`src/rtl/id_ex_stage.sv`:
```
// ID/EX pipeline register with EX-operand forwarding and load-use bubble insertion.
// Optional feature macro: ID_EX_FORWARD_EN (forwarding muxes; otherwise interlock on dependences).
module id_ex_stage #(
    parameter int DATA_W     = 32,
    parameter int REG_ADDR_W = 5,
    parameter int CTRL_W     = 4
) (
    input  logic                  clk,
    input  logic                  reset,
    input  logic                  stall,
    input  logic                  flush,
    input  logic                  id_valid,
    input  logic [DATA_W-1:0]     id_rs_data,
    input  logic [DATA_W-1:0]     id_rt_data,
    input  logic [DATA_W-1:0]     id_imm,
    input  logic [REG_ADDR_W-1:0] id_rs,
    input  logic [REG_ADDR_W-1:0] id_rt,
    input  logic [REG_ADDR_W-1:0] id_rd,
    input  logic [CTRL_W-1:0]     id_alu_control,
    input  logic                  id_alu_src,
    input  logic                  id_reg_dst,
    input  logic                  id_reg_write,
    input  logic                  id_mem_read,
    input  logic                  id_mem_write,
    input  logic                  id_mem_to_reg,
    input  logic                  exmem_reg_write,
    input  logic [REG_ADDR_W-1:0] exmem_rd,
    input  logic [DATA_W-1:0]     exmem_result,
    input  logic                  memwb_reg_write,
    input  logic [REG_ADDR_W-1:0] memwb_rd,
    input  logic [DATA_W-1:0]     memwb_result,
    output logic                  ex_valid,
    output logic [DATA_W-1:0]     alu_a,
    output logic [DATA_W-1:0]     alu_b,
    output logic [CTRL_W-1:0]     alu_control,
    output logic [DATA_W-1:0]     ex_store_data,
    output logic [REG_ADDR_W-1:0] ex_write_reg,
    output logic                  ex_reg_write,
    output logic                  ex_mem_read,
    output logic                  ex_mem_write,
    output logic                  ex_mem_to_reg,
    output logic                  hazard_stall
);

    logic                  r_valid;
    logic [DATA_W-1:0]     r_rs_data;
    logic [DATA_W-1:0]     r_rt_data;
    logic [DATA_W-1:0]     r_imm;
    logic [REG_ADDR_W-1:0] r_rs;
    logic [REG_ADDR_W-1:0] r_rt;
    logic [REG_ADDR_W-1:0] r_write_reg;
    logic [CTRL_W-1:0]     r_alu_control;
    logic                  r_alu_src;
    logic                  r_reg_write;
    logic                  r_mem_read;
    logic                  r_mem_write;
    logic                  r_mem_to_reg;

    logic                  w_ex_match;
    logic                  w_load_use;
    logic                  w_bubble;

    // EX destination against either ID source; register 0 is never a real dependence.
    assign w_ex_match = (r_write_reg != '0) &&
                        ((r_write_reg == id_rs) || (r_write_reg == id_rt));
    assign w_load_use = id_valid && r_valid && r_mem_read && w_ex_match;

`ifdef ID_EX_FORWARD_EN
    assign hazard_stall = w_load_use;
`else
    logic w_ex_dep;
    logic w_mem_dep;

    // Without forwarding any in-flight producer of an ID source must drain first.
    assign w_ex_dep  = id_valid && r_valid && r_reg_write && w_ex_match;
    assign w_mem_dep = id_valid && exmem_reg_write &&
                       (((id_rs != '0) && (id_rs == exmem_rd)) ||
                        ((id_rt != '0) && (id_rt == exmem_rd)));
    assign hazard_stall = w_load_use || w_ex_dep || w_mem_dep;
`endif

    // Flush kills even while frozen; a hazard bubble only happens when not frozen.
    assign w_bubble = flush || (!stall && hazard_stall);

    always_ff @(posedge clk) begin
        if (reset) begin
            r_valid       <= 1'b0;
            r_rs_data     <= '0;
            r_rt_data     <= '0;
            r_imm         <= '0;
            r_rs          <= '0;
            r_rt          <= '0;
            r_write_reg   <= '0;
            r_alu_control <= '0;
            r_alu_src     <= 1'b0;
            r_reg_write   <= 1'b0;
            r_mem_read    <= 1'b0;
            r_mem_write   <= 1'b0;
            r_mem_to_reg  <= 1'b0;
        end else if (w_bubble) begin
            r_valid      <= 1'b0;
            r_reg_write  <= 1'b0;
            r_mem_read   <= 1'b0;
            r_mem_write  <= 1'b0;
            r_mem_to_reg <= 1'b0;
        end else if (!stall) begin
            r_valid       <= id_valid;
            r_rs_data     <= id_rs_data;
            r_rt_data     <= id_rt_data;
            r_imm         <= id_imm;
            r_rs          <= id_rs;
            r_rt          <= id_rt;
            r_write_reg   <= id_reg_dst ? id_rd : id_rt;
            r_alu_control <= id_alu_control;
            r_alu_src     <= id_alu_src;
            r_reg_write   <= id_reg_write;
            r_mem_read    <= id_mem_read;
            r_mem_write   <= id_mem_write;
            r_mem_to_reg  <= id_mem_to_reg;
        end
    end

    // Operand 0 is rs (ALU A), operand 1 is rt (ALU B / store data).
    logic [REG_ADDR_W-1:0] w_src     [2];
    logic [DATA_W-1:0]     w_reg_val [2];
    logic [DATA_W-1:0]     w_fwd_val [2];

    assign w_src[0]     = r_rs;
    assign w_src[1]     = r_rt;
    assign w_reg_val[0] = r_rs_data;
    assign w_reg_val[1] = r_rt_data;

    genvar gi;
    generate
        for (gi = 0; gi < 2; gi++) begin : g_fwd
`ifdef ID_EX_FORWARD_EN
            logic w_hit_exmem;
            logic w_hit_memwb;
            assign w_hit_exmem = exmem_reg_write && (exmem_rd != '0) && (exmem_rd == w_src[gi]);
            assign w_hit_memwb = memwb_reg_write && (memwb_rd != '0) && (memwb_rd == w_src[gi]);
            // The younger result (EX/MEM) takes precedence.
            assign w_fwd_val[gi] = w_hit_exmem ? exmem_result :
                                   w_hit_memwb ? memwb_result : w_reg_val[gi];
`else
            assign w_fwd_val[gi] = w_reg_val[gi];
`endif
        end
    endgenerate

`ifndef ID_EX_FORWARD_EN
    logic w_unused;
    assign w_unused = ^{exmem_result, memwb_reg_write, memwb_rd, memwb_result,
                        w_src[0], w_src[1]};
`endif

    assign ex_valid      = r_valid;
    assign alu_a         = w_fwd_val[0];
    assign alu_b         = r_alu_src ? r_imm : w_fwd_val[1];
    assign ex_store_data = w_fwd_val[1];
    assign alu_control   = r_alu_control;
    assign ex_write_reg  = r_write_reg;
    assign ex_reg_write  = r_reg_write  & r_valid;
    assign ex_mem_read   = r_mem_read   & r_valid;
    assign ex_mem_write  = r_mem_write  & r_valid;
    assign ex_mem_to_reg = r_mem_to_reg & r_valid;

endmodule

```
`config.mk`:
```
export PLATFORM = sky130hd
export DESIGN_NAME = id_ex_stage
export DESIGN_NICKNAME = d
export VERILOG_FILES = /design/src/rtl/id_ex_stage.sv
export SDC_FILE = /design/constraint.sdc
export NUM_CORES = 1
export LEC_CHECK = 0
export BUFFER_PORTS_ARGS = -buffer_cell sky130_fd_sc_hd__buf_2
export CAP_MARGIN = 30
export CORE_AREA = 2 2 123 125
export CTS_CLUSTER_SIZE = 16
export DETAILED_ROUTE_END_ITERATION = 10
export DIE_AREA = 0 0 125 127
export PLACE_DENSITY = 0.73
export SLEW_MARGIN = 20
export SYNTH_ARGS = -nofsm -noshare
export SYNTH_HDL_FRONTEND = slang
export SYNTH_SLANG_ARGS = --single-unit
```
`constraint.sdc`:
```
create_clock -name clk -period 5.3 [get_ports clk]
set_input_delay 0.53 -clock clk [delete_from_list [all_inputs] [get_ports clk]]
set_output_delay 0.53 -clock clk [all_outputs]
set_load 0.01 [all_outputs]
```
# Yosys cells after proc, flatten, opt, wreduce, memory -nomap -nowiden
# Cells that the tools add are included.
[totals]
regBits = 111
word_cells = 45
[classes]
eq_ne = 4
n_mux = 2
bitwise_logic = 6
reduce_logical = 22
[op_table]
columns = ["op", "count"]
rows = [
  ["two-way mux 32 bit", 1],
  ["equality test 5 bit", 4],
  ["nonzero test 5 bit", 3],
  ["logical AND 1 bit", 11],
  ["logical OR 1 bit", 5],
  ["two-way mux 5 bit", 1],
  ["AND 1 bit", 4],
  ["NOT 1 bit", 2],
  ["AND reduction 2 bit", 1],
  ["OR reduction 2 bit", 1],
  ["zero test 1 bit", 1],
]

# Depth between registers and ports, before layout
# Gate-level depths: netlist of run 1.
[logic_depth]
word_depth = 10
ltp_mapped = 7
mapped_depth_nobuf = 5

# Worst setup path before layout of run 1
# OpenSTA, ideal clock, no wires.
[synth_path]
kind = "input to register"
start = "in id_rs[3]"
end = "reg r_write_reg[0], in the netlist ex_write_reg[0]"
setup_ns = 0.121
arrival_ns = 1.873
setup_slack_ns = 3.307
stages = 5
path_buffers = 0
cell_sequence = "xor2_1 nor4_2 a22oi_2 o221ai_1 mux2_2"
[synth_via]
elab_chain_cells = 10
elab_cells_between_ends = 16
[synth_rtl]
columns = ["element", "line", "rtl"]
rows = [
  ["start: declaration", "16", "input logic [REG_ADDR_W-1:0] id_rs,"],
  ["equality test 5 bit", "65", "((r_write_reg == id_rs) || (r_write_reg == id_rt));"],
  ["logical OR 1 bit", "65", ""],
  ["logical AND 1 bit", "64", "assign w_ex_match = (r_write_reg != '0) &&"],
  ["logical AND 1 bit (on tied branches)", "66, 75", ""],
  ["logical OR 1 bit", "79", "assign hazard_stall = w_load_use || w_ex_dep || w_mem_dep;"],
  ["logical OR 1 bit *", "79", ""],
  ["logical AND 1 bit *", "83", "assign w_bubble = flush || (!stall && hazard_stall);"],
  ["logical OR 1 bit *", "83", ""],
  ["NOT 1 bit (no source line) *", "n/a", ""],
  ["AND reduction 2 bit (no source line) *", "n/a", ""],
  ["end signal: assignment", "113", "r_write_reg <= id_reg_dst ? id_rd : id_rt;"],
  ["end: declaration", "51", "logic [REG_ADDR_W-1:0] r_write_reg;"],
]
# Every way passes the cells marked *; elsewhere a longest branch is shown, timed or not.
# A chain may end at the register's enable or synchronous reset.

# Worst setup path in the final report of run 1
[layout_path]
start = "reg r_write_reg[3], in the netlist ex_write_reg[3]"
end = "reg r_imm[2]"
[layout_via]
elab_chain_cells = 10
elab_cells_between_ends = 13
[layout_rtl]
columns = ["element", "line", "rtl"]
rows = [
  ["equality test 5 bit", "65", ""],
  ["logical OR 1 bit", "65", ""],
  ["logical AND 1 bit *", "64", ""],
  ["logical AND 1 bit (on tied branches)", "66, 75", ""],
  ["logical OR 1 bit * (2 in a row)", "79", ""],
  ["logical AND 1 bit *", "83", ""],
  ["logical OR 1 bit *", "83", ""],
  ["NOT 1 bit (no source line) *", "n/a", ""],
  ["AND reduction 2 bit (no source line) *", "n/a", ""],
  ["end signal: assignment", "110", "r_imm <= id_imm;"],
  ["end: declaration", "48", "logic [DATA_W-1:0] r_imm;"],
]
# Marked as above.

==> summary.txt, run 1 <==
Die
  – Core ar.: 14,400 um^2
  – Full die area: 15,900 um^2
  – Die Y: 127 um
  – Row count: 44
  – Die Wd: 125 um
  – # IOs: 313
  – Starting Density: 40.3%

Power
  – VDD IR max: 0.000147 V
  – Leak pwr: 3.37 nW
  – Power, Total: 0.00193 W
  – Power density cells: 264 nW/um^2

Critical path
  – Worst path required time: 5.57 ns
  – Slowest CP cell: buf_4
  – Max FO, Critical Path: 34
  – Worst EP arrival: 2.83 ns
  – Worst Setup Start Kind: flip-flop
  – R2R Path Start: ex_write_reg[3]
  – CP Cell Sequence: xor2_1, nor2_1, a22oi_2, o221a_4, buf_4, mux2i_1
  – Critical path class: flip-flop to flip-flop
  – Crit path capture: r_imm[2]
  – Worst Setup End Kind: flip-flop
  – FF-to-FF setup slack: 2.74 ns
  – RR Endpoint: r_imm[2]
  – Worst-case reg-to-reg path depth: 6
  – Source of the critical timing path: ex_write_reg[3]
  – Slowest Stage Delay on Critical Path: 0.58 ns

GRT
  – Grt total ovfl: 0
  – Vias in the first global route: 4,235
  – Met3 Use GR: 3.98%
  – Pin count of the biggest net entering global routing: 109
  – First-pass GRT wire length: 21.7 mm
  – Met2 Use GR: 27.4%
  – GRT Overall Usage: 16.7%
  – GRT met1 Usage: 21.8%
  – Antenna violations before repair: 2
  – GR peak layer: met2

Timing
  – Worst-Margin Slew: 0.769 ns
  – Final worst slack: 2.74 ns
  – Final-report setup violation count: 0
  – Worst clock skew: 0.00728 ns
  – Worst slew margin: 48.8%
  – FMAX: 390 MHz
  – Final worst path period need: 2.56 ns
  – RSZ-0062 raised after global routing: no
  – Sum Neg Setup Slack: 0 ns
  – Final Hold Fails: 0
  – Slew Viols, Final: 0
  – Post-route clock period utilization: 48.3%

Drt
  – Vias: 4,547
  – Post-route antenna net violation count: 0
  – Drc violations: 0
  – Drt pass-1 iters: 4
  – Via/cell ratio: 4.64
  – WL/cell: 13.9 um
  – Iteration-0 DRC Markers: 206
  – Post-Route WL: 13.6 mm

Clock network
  – H-tree depth: 3
  – Cts bufs inserted: 9
  – Clock Pin Slew Worst Setup and Hold Paths: 0.07 ns
  – Post-cts resize count: 0
  – Clock sink count: 111
  – CTS root buffer: clkbuf_16
  – # hold bufs at CTS: 0
  – CTS tree: done
  – Clock Latency Late Sink: 0.35 ns
  – Clk buf depth: 2
  – Setup bufs post-CTS: 0

Logic synthesis
  – Number of synthesized register bits: 111
  – Seq/Total Area, Yosys: 38.2%
  – Synth Area in XOR/XNOR: 2.71%
  – Most common flop cell mapped by yosys: dfxtp_1
  – Cell taking the most area after synthesis: dfxtp_1
  – Post-Syn Nets: 776
  – Post-synth EDFFs: 0
  – Synth cell count leaders: 202 x nand2b_1, 111 x dfxtp_1, 106 x mux2i_1, 37 x mux2_2, 29 x clkbuf_1
  – Yosys warning count: 0
  – Post-Syn Area: 5810 um^2
  – Mapped Cells: 574
  – Synth Area per Inst: 10.1 um^2
  – Mux contribution to synthesized area: 25.4%
  – Simple-gate area share of the yosys netlist: 25.6%
  – Synthesized-area fraction occupied by adder cells: 0%
  – Most frequent cell after synthesis: nand2b_1
  – Largest cells by area after synthesis: dfxtp_1 38%, nand2b_1 22%, mux2i_1 18%, mux2_2 7.2%, buf_12 3.4%
  – Combinational family with the most area after synthesis: simple AND/OR/NAND/NOR gates
  – Async S/R FF share, synth: 0%
  – Netlist cell types: 24
  – Share of the synthesized area in the top cell type: 38.2%
  – Compound-gate portion of the synthesized area: 2.54%

Status
  – Run status: finished, final reports clean

Hold path
  – HP Class: input port to flip-flop

Placement
  – I/O Buffers: 242
  – Post-Place Setup Slack: 2.35 ns
  – Dpl hpwl: 9.64 mm
  – GP Congestion: 0.811
  – Placed Instances: 963

Cells and area
  – Final #Nets: 993
  – Area delta synth->final: 26.0%
  – Layout cells sized above 1: 38.7%
  – Finished Layout Cells: 980
  – # diodes: 0
  – Core Util, Final: 50.8%

Run
  – Max-cap viol count: 0
per-layer routing:
metal	vias to the layer above	wire, um
met5	-	27
met2	142	6250
met3	21	777
met4	4	225
met1	2041	6360
li1	2339	-
cell families after synthesis:
family	after synthesis
AO/OA/AOI/OAI	18
buffers and inverters	40
multiplexers	143
XOR/XNOR	18
flip-flops	111
AND/OR/NAND/NOR	244
power breakdown:
part | internal, W | switching (W)
clock network | 0.000406 | 0.000310
registers | 0.000878 | 0.0000298
logic | 0.000164 | 0.000147
total | 0.00145 | 0.000487
layout by cell type, fill, tap and decap left out, types with 3 or more instances in the layout:
cell type	instances
buf_2	241
nand2b_1	202
dfxtp_1	110
mux2i_1	106
mux2_2	37
xor2_1	18
nor2b_1	10
nor2_1	9
nand2_1	9
clkbuf_16	9
o221ai_1	6
a21oi_1	5
and2_1	4
nor3_1	3
or2_2	3
clkbuf_8	3
clkinvlp_4	3
buf_4	3
final cells by class:
cell class                      count  area, um^2
Clock buffer                       12         267
Clock inverter                      4        52.6
Fill cell                        1404        7100
Multi-Input combinational cell    423        3270
Sequential cell                   111        2220
Tap cell                          184         230
Timing Repair Buffer              246        1280
critical path: cells and delay by family, from the launching register on:
kind / cells / cell delay, ns
AO/OA/AOI/OAI: 2 / 0.92
buffers and inverters: 1 / 0.58
flip-flops: 1 / 0.45
multiplexers: 1 / 0.25
XOR/XNOR: 1 / 0.18
AND/OR/NAND/NOR: 1 / 0.07
metrics by stage:
step                area, um^2  hold WS [ns]
CTS                       7290         0.419
finish                    7320         0.433
global route              7320         0.426
floorplan                 5810         0.430
global placement          6980         0.452
detailed placement        6980         0.458
worst min path at each step:
stage | cells after the start | slack [ns] | startpoint | end
after floorplan | 2 | 0.43 | r_mem_to_reg | r_mem_to_reg
after global placement | 2 | 0.45 | r_mem_to_reg | r_mem_to_reg
after detailed placement | 2 | 0.46 | r_mem_to_reg | r_mem_to_reg
after CTS | 3 | 0.42 | id_rt_data[22] | ex_store_data[22]
after global routing | 3 | 0.43 | id_rt_data[31] | ex_store_data[31]
final | 3 | 0.43 | id_rs_data[7] | alu_a[7]
(Power assumes the default switching activity.)
==> inputs of run 2 (changes only) <==
ABC_AREA = 1   (was not set)
CORE_AREA = 2 2 120 122   (was 2 2 123 125)
DIE_AREA = 0 0 122 124   (was 0 0 125 127)
PLACE_DENSITY = 0.72   (was 0.73)
clock period = 2.5 ns   (was 5.3 ns; I/O delays follow)
==> run 2 against run 1 <==
  * Clock skew decreased by 0.00082 ns
  * Total power grew 120%
  * Routed wire length up 1.4%
  * Critical path depth fell by 2
  * Synthesized area decreased by 8.4%
==> summary.txt, run 2 <==
Status
  – Run status: finished, final reports clean

Cells and area
  – Commonest non-fill, non-tap cell in the layout: nand2_1
  – FF/Latch Area: 2220 um^2 (unchanged)
  – # diodes: 0 (unchanged)
  – Area of the multi-input gates: 2360 um^2 (-28%)
  – Finished Layout Cells: 1,283 (+31%)
  – Layout cells sized above 1: 25.2% (-13 points)
  – Area delta synth->final: 29.6%
  – Core Util, Final: 50.3% (-0.49 points)
  – Commonest non-fill, non-tap cells in the layout: 314 x nand2_1, 242 x buf_2, 229 x nor2_1, 118 x inv_1, 110 x dfxtp_1
  – Final #Nets: 1,300 (+31%)
  – Layout fillers: 1,467 (+4.5%)

Timing
  – Worst slew margin: 61.4% (+13 points)
  – Final-report setup violation count: 0 (unchanged)
  – Slew Viols, Final: 0 (unchanged)
  – Final worst path period need: 1.87 ns
  – FMAX: 535 MHz
  – Worst clock skew: 0.00646 ns (-0.000823 ns)
  – Worst-Margin Slew: 0.578 ns (-0.190 ns)
  – Final Hold Fails: 0 (unchanged)
  – Post-route clock period utilization: 74.8%
  – Sum Neg Setup Slack: 0 ns (unchanged)
  – RSZ-0062 raised after global routing: no

Clock network
  – Clk buf depth: 2 (unchanged)
  – Post-cts resize count: 0 (unchanged)
  – Clock Latency Late Sink: 0.35 ns (about the same)
  – CTS tree: done
  – Clock Pin Slew Worst Setup and Hold Paths: 0.07 ns (about the same)
  – H-tree depth: 3 (unchanged)
  – # hold bufs at CTS: 0 (unchanged)
  – CTS root buffer: clkbuf_16
  – Setup bufs post-CTS: 0 (unchanged)
  – Cts bufs inserted: 9 (unchanged)
  – Clock sink count: 111 (unchanged)

Die
  – Full die area: 15,100 um^2 (-4.7%)
  – # IOs: 313 (unchanged)
  – Starting Density: 38.8% (-1.5 points)
  – Row count: 43 (-2.3%)
  – Die Wd: 122 um (-2.4%)
  – Die Y: 124 um (-2.4%)
  – Core ar.: 13,700 um^2 (-4.9%)

Logic synthesis
  – Mapped Cells: 879 (+53%)
  – Post-Syn Area: 5320 um^2 (-8.4%)
  – Number of synthesized register bits: 111 (unchanged)
  – Post-Syn Nets: 1,081 (+39%)
  – Most common flop cell mapped by yosys: dfxtp_1
  – Synth cell count leaders: 314 x nand2_1, 229 x nor2_1, 118 x inv_1, 111 x dfxtp_1, 36 x o21ai_0
  – Most frequent cell after synthesis: nand2_1
  – Async S/R FF share, synth: 0% (unchanged)
  – Netlist cell types: 20 (-17%)
  – Largest cells by area after synthesis: dfxtp_1 42%, nand2_1 22%, nor2_1 16%, inv_1 8.3%, o21ai_0 3.4%
  – Synth Area per Inst: 6.06 um^2 (-40%)
  – Share of the synthesized area in the top cell type: 41.7% (+3.5 points)
  – Yosys warning count: 0 (unchanged)
  – Seq/Total Area, Yosys: 41.7% (+3.5 points)
  – Cell taking the most area after synthesis: dfxtp_1
  – Post-synth EDFFs: 0 (unchanged)

Power
  – VDD IR max: 0.000342 V (+130%)
  – Part of the power in combinational logic: 18.1% (+2.0 points)
  – Reg power frac: 47.0% (about the same)
  – Sw frac: 27.9% (+2.7 points)
  – Leak pwr: 4.12 nW (+22%)
  – Psw: 0.00116 W (+140%)
  – Power density cells: 603 nW/um^2 (+130%)
  – Int Power: 0.00300 W (+110%)
  – Power, Total: 0.00416 W (+120%)
  – Clock power share: 34.9% (-2.1 points)

Placement
  – Dpl hpwl: 10.1 mm (+4.7%)
  – GP Congestion: 0.811 (about the same)
  – Placed Instances: 1,267 (+32%)
  – I/O Buffers: 242 (unchanged)

Drt
  – Post-route antenna net violation count: 0 (unchanged)
  – WL/cell: 10.8 um (-23%)
  – Iteration-0 DRC Markers: 188 (-8.7%)
  – Drt pass-1 iters: 6 (+2)
  – Vias: 5,439 (+20%)
  – Drc violations: 0 (unchanged)
  – Post-Route WL: 13.8 mm (+1.4%)
  – Via/cell ratio: 4.24 (-8.6%)

Run
  – Max-cap viol count: 0 (unchanged)

Critical path
  – Delay-heaviest family, CP: flip-flops
  – Max FO, Critical Path: 23 (-32%)
  – Worst Setup Start Kind: flip-flop
  – CP Cell Sequence: buf_4, nand2_1, o21ai_0, buf_2
  – Worst EP arrival: 1.62 ns (-1.21 ns)
  – Slowest Stage Delay on Critical Path: 0.60 ns (+0.02 ns)
  – Worst Setup End Kind: primary output
  – Critical path class: flip-flop to primary output
  – Slowest CP cell: dfxtp_2
  – Crit path buffers/inverters: 2 (+1)
  – Worst path required time: 2.25 ns (-3.32 ns)

GRT
  – Vias in the first global route: 4,791 (+13%)
  – Grt total ovfl: 0 (unchanged)
  – GRT Overall Usage: 18.0% (+1.3 points)
  – Pin count of the biggest net entering global routing: 86 (-21%)
  – First-pass GRT wire length: 21.8 mm (+0.22%)
  – Antenna violations before repair: 0 (-2)

Hold path
  – HP Class: input port to flip-flop
[run 2: cell count changes in the layout (fill, tap and decap cells not counted), sizes merged, moves of 5 or more]
cell | previous run | this run
clkinv | 0 | 5
inv | 0 | 126
mux2 | 37 | 1
mux2i | 106 | 0
nand2 | 9 | 314
nand2b | 202 | 0
nand3 | 0 | 5
nor2 | 9 | 229
nor2b | 10 | 0
o21ai | 2 | 36
o221ai | 6 | 0
xor2 | 18 | 3
[run 2: worst paths after layout]
path                        start                end  slack, ns  cells past startpoint
hold reg to reg      r_mem_to_reg       r_mem_to_reg       0.46                      2
setup reg to reg  ex_write_reg[0]           alu_a[7]       0.70                     12
setup / recovery        r_alu_src          alu_b[26]       0.63                      4
hold / removal     id_rt_data[22]  ex_store_data[22]       0.12                      3
[run 2: final cells by class]
cell class	count	share of cell area [%]
multi-input combinational	598	34.2
sequential	111	32.2
timing repair buffer	250	19.0
inverter	128	6.98
clock buffer	10	3.47
tap	180	3.27
clock inverter	6	0.871
[run 2: power groups by stage]
stage,clock network [W],logic [W],registers (W)
2_1_floorplan,0,0.000424,0.00203
3_3_place_gp,0,0.000752,0.00199
3_5_place_dp,0,0.000757,0.00200
4_1_cts,0.00152,0.000763,0.00196
5_1_grt,0.00158,0.000866,0.00197
6_report,0.00145,0.000753,0.00196
[run 2: logic make-up after synthesis]
logic type	share of synthesized area [%]
compound gates	4.00
simple gates	39.1
xor+xnor	0.823
buf+inv	14.1
mux	0.212
flops	41.7
[run 2: worst min-delay path, stage by stage]
cell    delay, ns
buf_2        0.08
nor2_1       0.03
nor2_1       0.08
[run 2: metrics by stage]
stage	instance area (um^2)	worst slack, ns	hold WS, ns
floorplan	5320	0.985	0.385
global placement	6600	0.733	0.444
detailed placement	6600	0.705	0.451
CTS	6900	0.542	0.0971
global route	6900	0.453	0.104
finish	6900	0.630	0.115
[run 2: routing by layer]
layer	vias up	wire [um]	GRT usage [%]
met4	0	419	8.19
met3	34	1120	5.77
met2	167	6200	29.4
met1	2258	6090	21.5
li1	2980	-	-
met5	-	0	0
